<file path="src/rtl/mdu_pkg.sv">
// mdu_pkg: opcode encodings, FSM state type and handshake constants shared by the MDU.
package mdu_pkg;

    typedef enum logic [2:0] {
        OP_MULT, OP_MULTU, OP_MADD, OP_MADDU, OP_MSUB, OP_MSUBU, OP_DIV, OP_DIVU
    } mdu_op_e;

    typedef enum logic [2:0] {
        ST_IDLE, ST_MUL, ST_ACC, ST_DIV_ON, ST_DIV_ZERO, ST_END
    } mdu_state_e;

    localparam logic MDU_STOP      = 1'b0;
    localparam logic MDU_START     = 1'b1;
    localparam logic MDU_READY     = 1'b1;
    localparam logic MDU_NOT_READY = 1'b0;

    function automatic logic op_signed(input mdu_op_e op);
        return op inside {OP_MULT, OP_MADD, OP_MSUB, OP_DIV};
    endfunction

    function automatic logic op_acc(input mdu_op_e op);
        return op inside {OP_MADD, OP_MADDU, OP_MSUB, OP_MSUBU};
    endfunction

    function automatic logic op_sub(input mdu_op_e op);
        return op inside {OP_MSUB, OP_MSUBU};
    endfunction

    function automatic logic op_div(input mdu_op_e op);
        return op inside {OP_DIV, OP_DIVU};
    endfunction

endpackage

</file>
<file path="src/rtl/mdu_div_core.sv">
// mdu_div_core: unsigned restoring radix-2 divider, one quotient bit per clock.
module mdu_div_core #(
    parameter int WIDTH = 32
) (
    input  logic             clk,
    input  logic             rst,
    input  logic             start_i,
    input  logic             annul_i,
    input  logic [WIDTH-1:0] dividend_i,
    input  logic [WIDTH-1:0] divisor_i,
    output logic [WIDTH-1:0] quot_o,
    output logic [WIDTH-1:0] rem_o,
    output logic             done_o
);
    localparam int CW = $clog2(WIDTH);

    logic [WIDTH-1:0] quo_q, rem_q, div_q;
    logic [CW-1:0]    cnt_q;
    logic             run_q, done_q;
    logic [WIDTH:0]   shift_d, diff_d;
    logic             last_d;

    // the dividend shifts out of quo_q while quotient bits shift in behind it
    assign shift_d = {rem_q, quo_q[WIDTH-1]};
    assign diff_d  = shift_d - {1'b0, div_q};
    assign last_d  = cnt_q == CW'(WIDTH - 1);

    always_ff @(posedge clk) begin
        if (rst || annul_i) begin
            run_q  <= 1'b0;
            done_q <= 1'b0;
            cnt_q  <= '0;
        end else if (start_i) begin
            quo_q  <= dividend_i;
            rem_q  <= '0;
            div_q  <= divisor_i;
            cnt_q  <= '0;
            run_q  <= 1'b1;
            done_q <= 1'b0;
        end else begin
            done_q <= run_q && last_d;
            if (run_q) begin
                rem_q <= diff_d[WIDTH] ? shift_d[WIDTH-1:0] : diff_d[WIDTH-1:0];
                quo_q <= {quo_q[WIDTH-2:0], ~diff_d[WIDTH]};
                cnt_q <= cnt_q + 1'b1;
                run_q <= !last_d;
            end
        end
    end

    assign quot_o = quo_q;
    assign rem_o  = rem_q;
    assign done_o = done_q;

endmodule

</file>
<file path="src/rtl/mdu.sv">
// mdu: multiply/divide unit producing {HI,LO}; define MDU_MACC_EN to enable MADD*/MSUB* accumulation.
module mdu
    import mdu_pkg::*;
#(
    parameter int WIDTH = 32,
    parameter int OP_W  = 3
) (
    input  logic               clk,
    input  logic               rst,
    input  logic               start_i,
    input  logic               annul_i,
    input  logic [OP_W-1:0]    op_i,
    input  logic [WIDTH-1:0]   op1_i,
    input  logic [WIDTH-1:0]   op2_i,
    input  logic [2*WIDTH-1:0] hilo_i,
    output logic [2*WIDTH-1:0] result_o,
    output logic               ready_o,
    output logic               busy_o,
    output logic               div_by_zero_o
);
    mdu_state_e         state_q;
    mdu_op_e            op_d, op_q;
    logic [WIDTH-1:0]   a_q, b_q, mag1_d, mag2_d, quot, rem, quot_d, rem_d;
    logic [2*WIDTH-1:0] ea_d, eb_d, prod_d, result_q;
    logic               ready_q, dbz_q, div_go_d, div_done;

    assign op_d     = mdu_op_e'(op_i[2:0]);
    assign mag1_d   = (op_signed(op_d) && op1_i[WIDTH-1]) ? -op1_i : op1_i;
    assign mag2_d   = (op_signed(op_d) && op2_i[WIDTH-1]) ? -op2_i : op2_i;
    assign div_go_d = state_q == ST_IDLE && start_i == MDU_START && !annul_i
                      && op_div(op_d) && op2_i != '0;

    mdu_div_core #(.WIDTH(WIDTH)) u_div (
        .clk        (clk),
        .rst        (rst),
        .start_i    (div_go_d),
        .annul_i    (annul_i),
        .dividend_i (mag1_d),
        .divisor_i  (mag2_d),
        .quot_o     (quot),
        .rem_o      (rem),
        .done_o     (div_done)
    );

    // the low 2*WIDTH bits of a product of sign-extended operands are the signed product
    assign ea_d   = op_signed(op_q) ? {{WIDTH{a_q[WIDTH-1]}}, a_q} : {{WIDTH{1'b0}}, a_q};
    assign eb_d   = op_signed(op_q) ? {{WIDTH{b_q[WIDTH-1]}}, b_q} : {{WIDTH{1'b0}}, b_q};
    assign prod_d = ea_d * eb_d;
    assign quot_d = (op_signed(op_q) && (a_q[WIDTH-1] ^ b_q[WIDTH-1])) ? -quot : quot;
    assign rem_d  = (op_signed(op_q) && a_q[WIDTH-1]) ? -rem : rem;

`ifdef MDU_MACC_EN
    logic [2*WIDTH-1:0] hilo_q, prod_q;
`else
    logic unused_hilo;
    assign unused_hilo = ^hilo_i;
`endif

    always_ff @(posedge clk) begin
        if (rst) begin
            state_q  <= ST_IDLE;
            result_q <= '0;
            ready_q  <= MDU_NOT_READY;
            dbz_q    <= 1'b0;
        end else if (annul_i) begin
            state_q <= ST_IDLE;
            ready_q <= MDU_NOT_READY;
            dbz_q   <= 1'b0;
        end else begin
            case (state_q)
                ST_IDLE: if (start_i == MDU_START) begin
                    op_q    <= op_d;
                    a_q     <= op1_i;
                    b_q     <= op2_i;
`ifdef MDU_MACC_EN
                    hilo_q  <= hilo_i;
`endif
                    state_q <= !op_div(op_d) ? ST_MUL : (op2_i == '0 ? ST_DIV_ZERO : ST_DIV_ON);
                end
                ST_MUL: begin
`ifdef MDU_MACC_EN
                    if (op_acc(op_q)) begin
                        prod_q  <= prod_d;
                        state_q <= ST_ACC;
                    end else begin
                        result_q <= prod_d;
                        ready_q  <= MDU_READY;
                        state_q  <= ST_END;
                    end
`else
                    result_q <= op_acc(op_q) ? '0 : prod_d;
                    ready_q  <= MDU_READY;
                    state_q  <= ST_END;
`endif
                end
`ifdef MDU_MACC_EN
                ST_ACC: begin
                    result_q <= op_sub(op_q) ? hilo_q - prod_q : hilo_q + prod_q;
                    ready_q  <= MDU_READY;
                    state_q  <= ST_END;
                end
`endif
                ST_DIV_ON: if (div_done) begin
                    result_q <= {rem_d, quot_d};
                    ready_q  <= MDU_READY;
                    state_q  <= ST_END;
                end
                ST_DIV_ZERO: begin
                    result_q <= '0;
                    dbz_q    <= 1'b1;
                    ready_q  <= MDU_READY;
                    state_q  <= ST_END;
                end
                ST_END: if (start_i == MDU_STOP) begin
                    ready_q <= MDU_NOT_READY;
                    dbz_q   <= 1'b0;
                    state_q <= ST_IDLE;
                end
                default: state_q <= ST_IDLE;
            endcase
        end
    end

    assign result_o      = result_q;
    assign ready_o       = ready_q;
    assign busy_o        = state_q != ST_IDLE;
    assign div_by_zero_o = dbz_q;

endmodule
</file>
<file path="config.mk">
export PLATFORM = sky130hd
export DESIGN_NAME = mdu
export DESIGN_NICKNAME = d
export VERILOG_FILES = /design/src/rtl/mdu_pkg.sv /design/src/rtl/mdu_div_core.sv /design/src/rtl/mdu.sv
export SDC_FILE = /design/constraint.sdc
export NUM_CORES = 2
export LEC_CHECK = 0
export BUFFER_PORTS_ARGS = -buffer_cell sky130_fd_sc_hd__buf_2
export CORE_UTILIZATION = 55
export CTS_BUF_LIST = sky130_fd_sc_hd__clkbuf_4
export CTS_CLUSTER_DIAMETER = 200
export CTS_CLUSTER_SIZE = 25
export DETAILED_ROUTE_END_ITERATION = 7
export PLACE_DENSITY = 0.83
export REMOVE_ABC_BUFFERS = 1
export SLEW_MARGIN = 0
export SYNTH_ARGS = -nofsm -noshare
export SYNTH_HDL_FRONTEND = slang
export SYNTH_HIERARCHICAL = 1
export SYNTH_SLANG_ARGS = --single-unit
</file>
<file path="constraint.sdc">
create_clock -name clk -period 25.1 [get_ports clk]
set_input_delay 1.255 -clock clk [delete_from_list [all_inputs] [get_ports clk]]
set_output_delay 1.255 -clock clk [all_outputs]
set_load 0.01 [all_outputs]
</file>
# --- After elaboration in Yosys (flattened, before gate mapping) ---
# Index checks and enable logic that the tools add are counted.
totals:
  register_bits: 239
  output_inout_bits: 67
  wordCells: 103
op_classes:
  n_addsub: 6
  n_mul: 1
  eq_ne: 17
  n_mux: 25
  bitwise: 5
  n_reduce_logical: 36
op_table:
  columns: ["cell", "n"]
  rows:
  - ["two-way mux 32 bit", 8]
  - ["two-way mux 64 bit", 4]
  - ["one-hot mux 64 bit (3 select lines)", 1]
  - ["negation 32 bit", 4]
  - ["multiplier 64 x 64 -> 64 bit", 1]
  - ["subtractor 33 x 32 -> 33 bit", 1]
  - ["logical NOT 32 bit", 1]
  - ["nonzero test 32 bit", 1]
  - ["== test 3 bit (second input constant)", 8]
  - ["two-way mux 3 bit", 5]
  - ["== test 3 x 2 -> 1 bit (second input constant)", 4]
  - ["one-hot mux 3 bit (4 select lines)", 1]
  - ["nonzero test 4 bit", 3]
  - ["logical AND 1 bit", 9]
  - ["logical NOT 3 bit", 3]
  - ["AND reduction 3 bit", 3]
  - ["nonzero test 3 bit", 3]
  - ["AND reduction 2 bit", 3]
  - ["nonzero test 2 bit", 3]
  - ["OR reduction 2 bit", 3]
  - ["adder 5 x 1 -> 5 bit (second input constant)", 1]
  - ["== test 5 bit (second input constant)", 1]
  - ["two-way mux 1 bit", 4]
  - ["inequality test 2 bit (second input constant)", 2]
  - ["other kinds (9)", 13]

# --- Logic depth before layout (Yosys ltp) ---
logic_depth:
  ltp_word: 7
  depth_mapped: 36
  depth_no_buf: 33

# --- Modules after synthesis ---
# Netlist, hierarchy kept.
by_module_without_submodules:
  columns: ["mod", "instances", "cells_each", "area_per_inst_um2"]
  rows:
  - ["mdu", 1, 6013, 55176.7]
  - ["mdu_div_core", 1, 559, 6025.8]

# --- Least setup slack after synthesis ---
# No wires, ideal clock.
synth_path:
  path_kind: "register to register"
  from: "register op_q[0]"
  to: "register result_q[63], in the netlist result_o[63]"
  arrival_ns: 9.628
  path_slack_ns: 15.340
  stages_incl_launch_ff: 32
  n_path_buf: 5
  synth_period_minus_slack_ns: 9.760
  cell_sequence: "edfxtp_1 > nor2b_1 > clkbuf_1 > clkbuf_1 > clkbuf_1 > clkbuf_1 > nand2_1 > fa_1 > inv_1 > fa_1 > fa_1 > inv_1 > fa_1 > inv_1 > fa_1 > fa_1 > fa_1 > fa_1 > fa_1 > inv_1 > fa_1 > inv_1 > ha_1 > clkbuf_1 > a21o_1 > a21o_1 > a21oi_1 > o21ai_0 > or4_1 > xnor2_1 > a221oi_1 > nor3_1"
synth_between:
  elab_chain_cells: 6
  word_cells_on_any_way: 16
  cone_classes: "mul (1); eq/ne (5); mux (6); reduce/logical (4)"
synth_lines:
  columns: ["item", "line_no", "rtl"]
  rows:
  - ["from (decl)", "mdu.sv:22", "mdu_op_e op_d, op_q;"]
  - ["from (signal assigned)", "mdu.sv:72", "op_q <= op_d;"]
  - ["== test 3 x 2 -> 1 bit, or another cell as far along", "mdu_pkg.sv:18, mdu_pkg.sv:22", null]
  - ["nonzero test 4 bit", "mdu_pkg.sv:18", "return op inside {OP_MULT, OP_MADD, OP_MSUB, OP_DIV};"]
  - ["two-way mux 64 bit, or another cell as far along", "mdu.sv:46", "assign ea_d = op_signed(op_q) ? {{WIDTH{a_q[WIDTH-1]}}, a_q} : {{WIDTH{1'b0}}, a_q};"]
  - ["multiplier 64 x 64 -> 64 bit / two-way mux 32 bit (equally long branches)", "mdu.sv:48, mdu.sv:50", null]
  - ["two-way mux 64 bit (on tied branches)", "mdu.sv:91, mdu.sv:103", null]
  - ["one-hot mux 64 bit (3 select lines) (*)", "mdu.sv:70", "case (state_q)"]
  - ["to (signal assigned)", "mdu.sv:91", "result_q <= op_acc(op_q) ? '0 : prod_d;"]
  - ["to (signal assigned)", "mdu.sv:104", "result_q <= {rem_d, quot_d};"]
  - ["to (decl)", "mdu.sv:24", "logic [2*WIDTH-1:0] ea_d, eb_d, prod_d, result_q;"]
# Every way passes the cells marked *; elsewhere a longest branch is shown, timed or not. The select of a mux whose other input is x is not followed.
# A chain may end at the register's enable or synchronous reset.

# --- Worst setup path after layout ---
layout_path:
  from: "register a_q[31]"
  to: "register result_q[63], in the netlist result_o[63]"
layout_between:
  elab_chain_cells: 4
  word_cells_on_any_way: 7
  cone_classes: "mul (1); mux (5); reduce/logical (1)"
layout_lines:
  columns: ["item", "line_no", "rtl"]
  rows:
  - ["from (decl)", "mdu.sv:23", "logic [WIDTH-1:0] a_q, b_q, mag1_d, mag2_d, quot, rem, quot_d, rem_d;"]
  - ["from (signal assigned)", "mdu.sv:73", "a_q <= op1_i;"]
  - ["two-way mux 64 bit / logical AND 1 bit (equally long branches)", "mdu.sv:46, mdu.sv:50", null]
  - ["multiplier 64 x 64 -> 64 bit / two-way mux 32 bit (equally long branches)", "mdu.sv:48, mdu.sv:50", null]
  - ["two-way mux 64 bit (on tied branches)", "mdu.sv:91, mdu.sv:103", null]
  - ["one-hot mux 64 bit (3 select lines) (*)", "mdu.sv:70", null]
# Marked as above.

==> summary.md <==
| Metric | Value |
|---|---|
| Die Ht | `335.6 um` |
| Crit-path max FO | `52` |
| # clock sinks | `239` |
| Vias per cell | `5.699` |
| CTS Root Cell | `clkbuf_4` |
| Via count | `45589` |
| Final setup vio count | `0` |
| Post-synth top area share | `46.45%` |
| DRT antenna net count | `0` |
| Syn avg cell area | `9.313 um^2` |
| Reg2Reg Setup Slack | `13.35 ns` |
| Number of I/O pins | `202` |
| Netlist cell types | `91` |
| Chip width | `335.6 um` |
| Unrepaired setup endpoints after global routing | `false` |
| # DRC | `0` |
| Port buffer count | `137` |
| Cells after Synth | `6572` |
| Final hold vios | `0` |
| Vias in the first global route | `49662` |
| Drt total wl | `167.1 mm` |
| Die area | `112600 um^2` |
| Post-synth EDFFs | `163` |
| Async SR Flop Fraction | `0%` |
| H-tree levels | `1` |
| Share of cells above drive strength 1 | `5.048%` |
| WP data arrival | `12.32 ns` |
| Later-pin clock latency in the skew report | `0.73 ns` |
| FMAX | `85.14 MHz` |
| CTS tree | `built` |
| GRT overflow | `0` |
| Post-DP HPWL | `136.7 mm` |
| Fin Clk Skew | `0.07571 ns` |
| Row count | `122` |
| Worst hold path class | `flop to flop` |
| Most common cell in the netlist | `inv_1` |
| # Post-CTS Setup Buffers | `0` |
| Min cycle time layout | `11.75 ns` |
| Area Growth Syn to Fin | `3.629%` |
| Crit start category | `flop` |
| Slew @ Worst Pin | `1.166 ns` |
| GR Util All Layers | `30.85%` |
| Top cell type by total area after synthesis | `fa_1` |
| Synth Warn # | `6` |
| Max-slew violations | `0` |
| Seq cells post-synth | `239` |
| Nets | `8393` |
| Max_cap viols | `0` |
| Synth top area cells | `fa_1 (46%), inv_1 (10%), edfxtp_1 (8.0%)` |
| Commonest cells post-synth | `inv_1 (1637), fa_1 (1420), nand2_1 (867), and2_1 (359), ha_1 (347)` |
| Mapped Area | `61200 um^2` |
| Status | `finished, final reports clean` |
| Clk pin slew, worst setup/hold paths | `0.26 ns` |
| Cts repair resizes | `0` |
| Worst-path cell with the longest stage delay | `fa_1` |
| First-pass GRT wire length | `268.1 mm` |
| Hold_ws | `0.5116 ns` |
| Largest net degree at the start of global routing | `78` |
| Routed length per instance | `20.89 um` |
| Max clock buf depth | `3` |
| Crit path capture type | `flop` |
| WS Path Type | `flop to flop` |
| GPL Wtd Cong | `0.9800` |
| Iteration-0 DRC Markers | `3979` |
| CP most frequent cell | `fa_1` |
| Setup TNS | `0 ns` |
| Starting density of the core | `55.38%` |
| Router iterations before antenna repair | `6` |
| Core area | `110500 um^2` |
| Slew headroom | `21.59%` |
| Top_reg_cell synth | `edfxtp_1` |
| Register area share after synthesis | `10.48%` |
| Fin crit share | `46.79%` |
| Num CTS Buffers | `13` |
| Initial antenna violation count | `18` |
| Crit path required time | `25.67 ns` |
| Hold bufs inserted after CTS | `0` |
| Max incr delay on CP | `0.90 ns` |
==> through the flow <==
| step | worst slack, ns | std cells | instance area [um^2] | utilization (%) |
|---|---|---|---|---|
| 6_report | 13.35 | 7999 | 63420 | 57.39 |
| 5_1_grt | 13.05 | 7997 | 63420 | 57.38 |
| 4_1_cts | 13.64 | 7986 | 63390 | 57.36 |
| 3_5_place_dp | 13.69 | 7964 | 63220 | 57.21 |
| 3_3_place_gp | 13.92 | 7964 | 63220 | 57.21 |
| 2_1_floorplan | 12.65 | 6253 | 59980 | - |
==> worst paths after layout <==
check	cells past startpoint	endpoint	from
worst max-delay path	27	result_o[63]$_SDFFE_PP0P_	a_q[31]$_DFFE_PP_
worst max register to register	27	result_o[63]$_SDFFE_PP0P_	a_q[31]$_DFFE_PP_
worst min register to register	2	result_o[49]$_SDFFE_PP0P_	result_o[49]$_SDFFE_PP0P_
worst min-delay path	2	result_o[49]$_SDFFE_PP0P_	result_o[49]$_SDFFE_PP0P_
==> sequential cells by signal, indices dropped and copies added, names as in the netlist <==
signal / cells
result_o: 64
a_q: 32
b_q: 32
u_div/div_q: 32
u_div/quot_o: 32
u_div/rem_o: 32
u_div/cnt_q: 5
op_q: 3
state_q: 3
div_by_zero_o: 1
ready_o: 1
u_div/done_o: 1
u_div/run_q: 1
==> metal layers <==
metal | share of wire [%] | vias to the layer above | track usage [%]
li1 | - | 19499 | -
met1 | 37 | 23222 | 38.94
met3 | 9.3 | 552 | 5.492
met2 | 48 | 2312 | 51.25
met5 | 0.016 | - | 0
met4 | 5.8 | 4 | 15.17
==> critical path: cells and delay by family (launching register included) <==
family | cells | cell delay [ns]
compound gates | 2 | 0.96
xor+xnor | 1 | 0.09
fa+ha+maj | 11 | 6.58
buf+inv | 7 | 1.93
flops | 1 | 0.39
simple gates | 6 | 1.62
==> kinds of logic (layout without fill, tap and decap cells) <==
family / Yosys count / in the layout / synth area share [%]
and+or+nand+nor: 1719 / 1719 / 13.20
muxes: 38 / 38 / 0.6869
DFF: 239 / 239 / 10.48
AOI/OAI and AO/OA: 597 / 597 / 6.395
adders and majority gates: 1769 / 1769 / 53.57
other: 0 / 13 / 0
buffers and inverters: 1957 / 1883 / 12.04
xor gates and xnor gates: 253 / 253 / 3.621
==> area by class of cell <==
| type | instances | area, um^2 |
|---|---|---|
| Inverter | 1638 | 6148 |
| Clock buffer | 20 | 150.1 |
| Antenna cell | 13 | 32.53 |
| Tap cell | 1488 | 1862 |
| Fill cell | 9384 | 47090 |
| Timing Repair Buffer | 223 | 1331 |
| Clock inverter | 2 | 20.02 |
| Multi-Input combinational cell | 4376 | 47460 |
| Sequential cell | 239 | 6416 |
==> placed cells by master (no fill, tap or decap), types with 137 or more instances in the layout <==
| master | Yosys | final |
|---|---|---|
| ha_1 | 347 | 347 |
| buf_2 | 4 | 137 |
| xnor2_1 | 152 | 152 |
| fa_1 | 1420 | 1420 |
| nor2_1 | 193 | 192 |
| a21oi_1 | 173 | 173 |
| and2_1 | 359 | 358 |
| nand2_1 | 867 | 866 |
| inv_1 | 1637 | 1637 |
| edfxtp_1 | 163 | 163 |
Power is left out: the tool's default activity adds up to more than one toggle a clock period on the data nets, which glitch-free logic cannot reach.
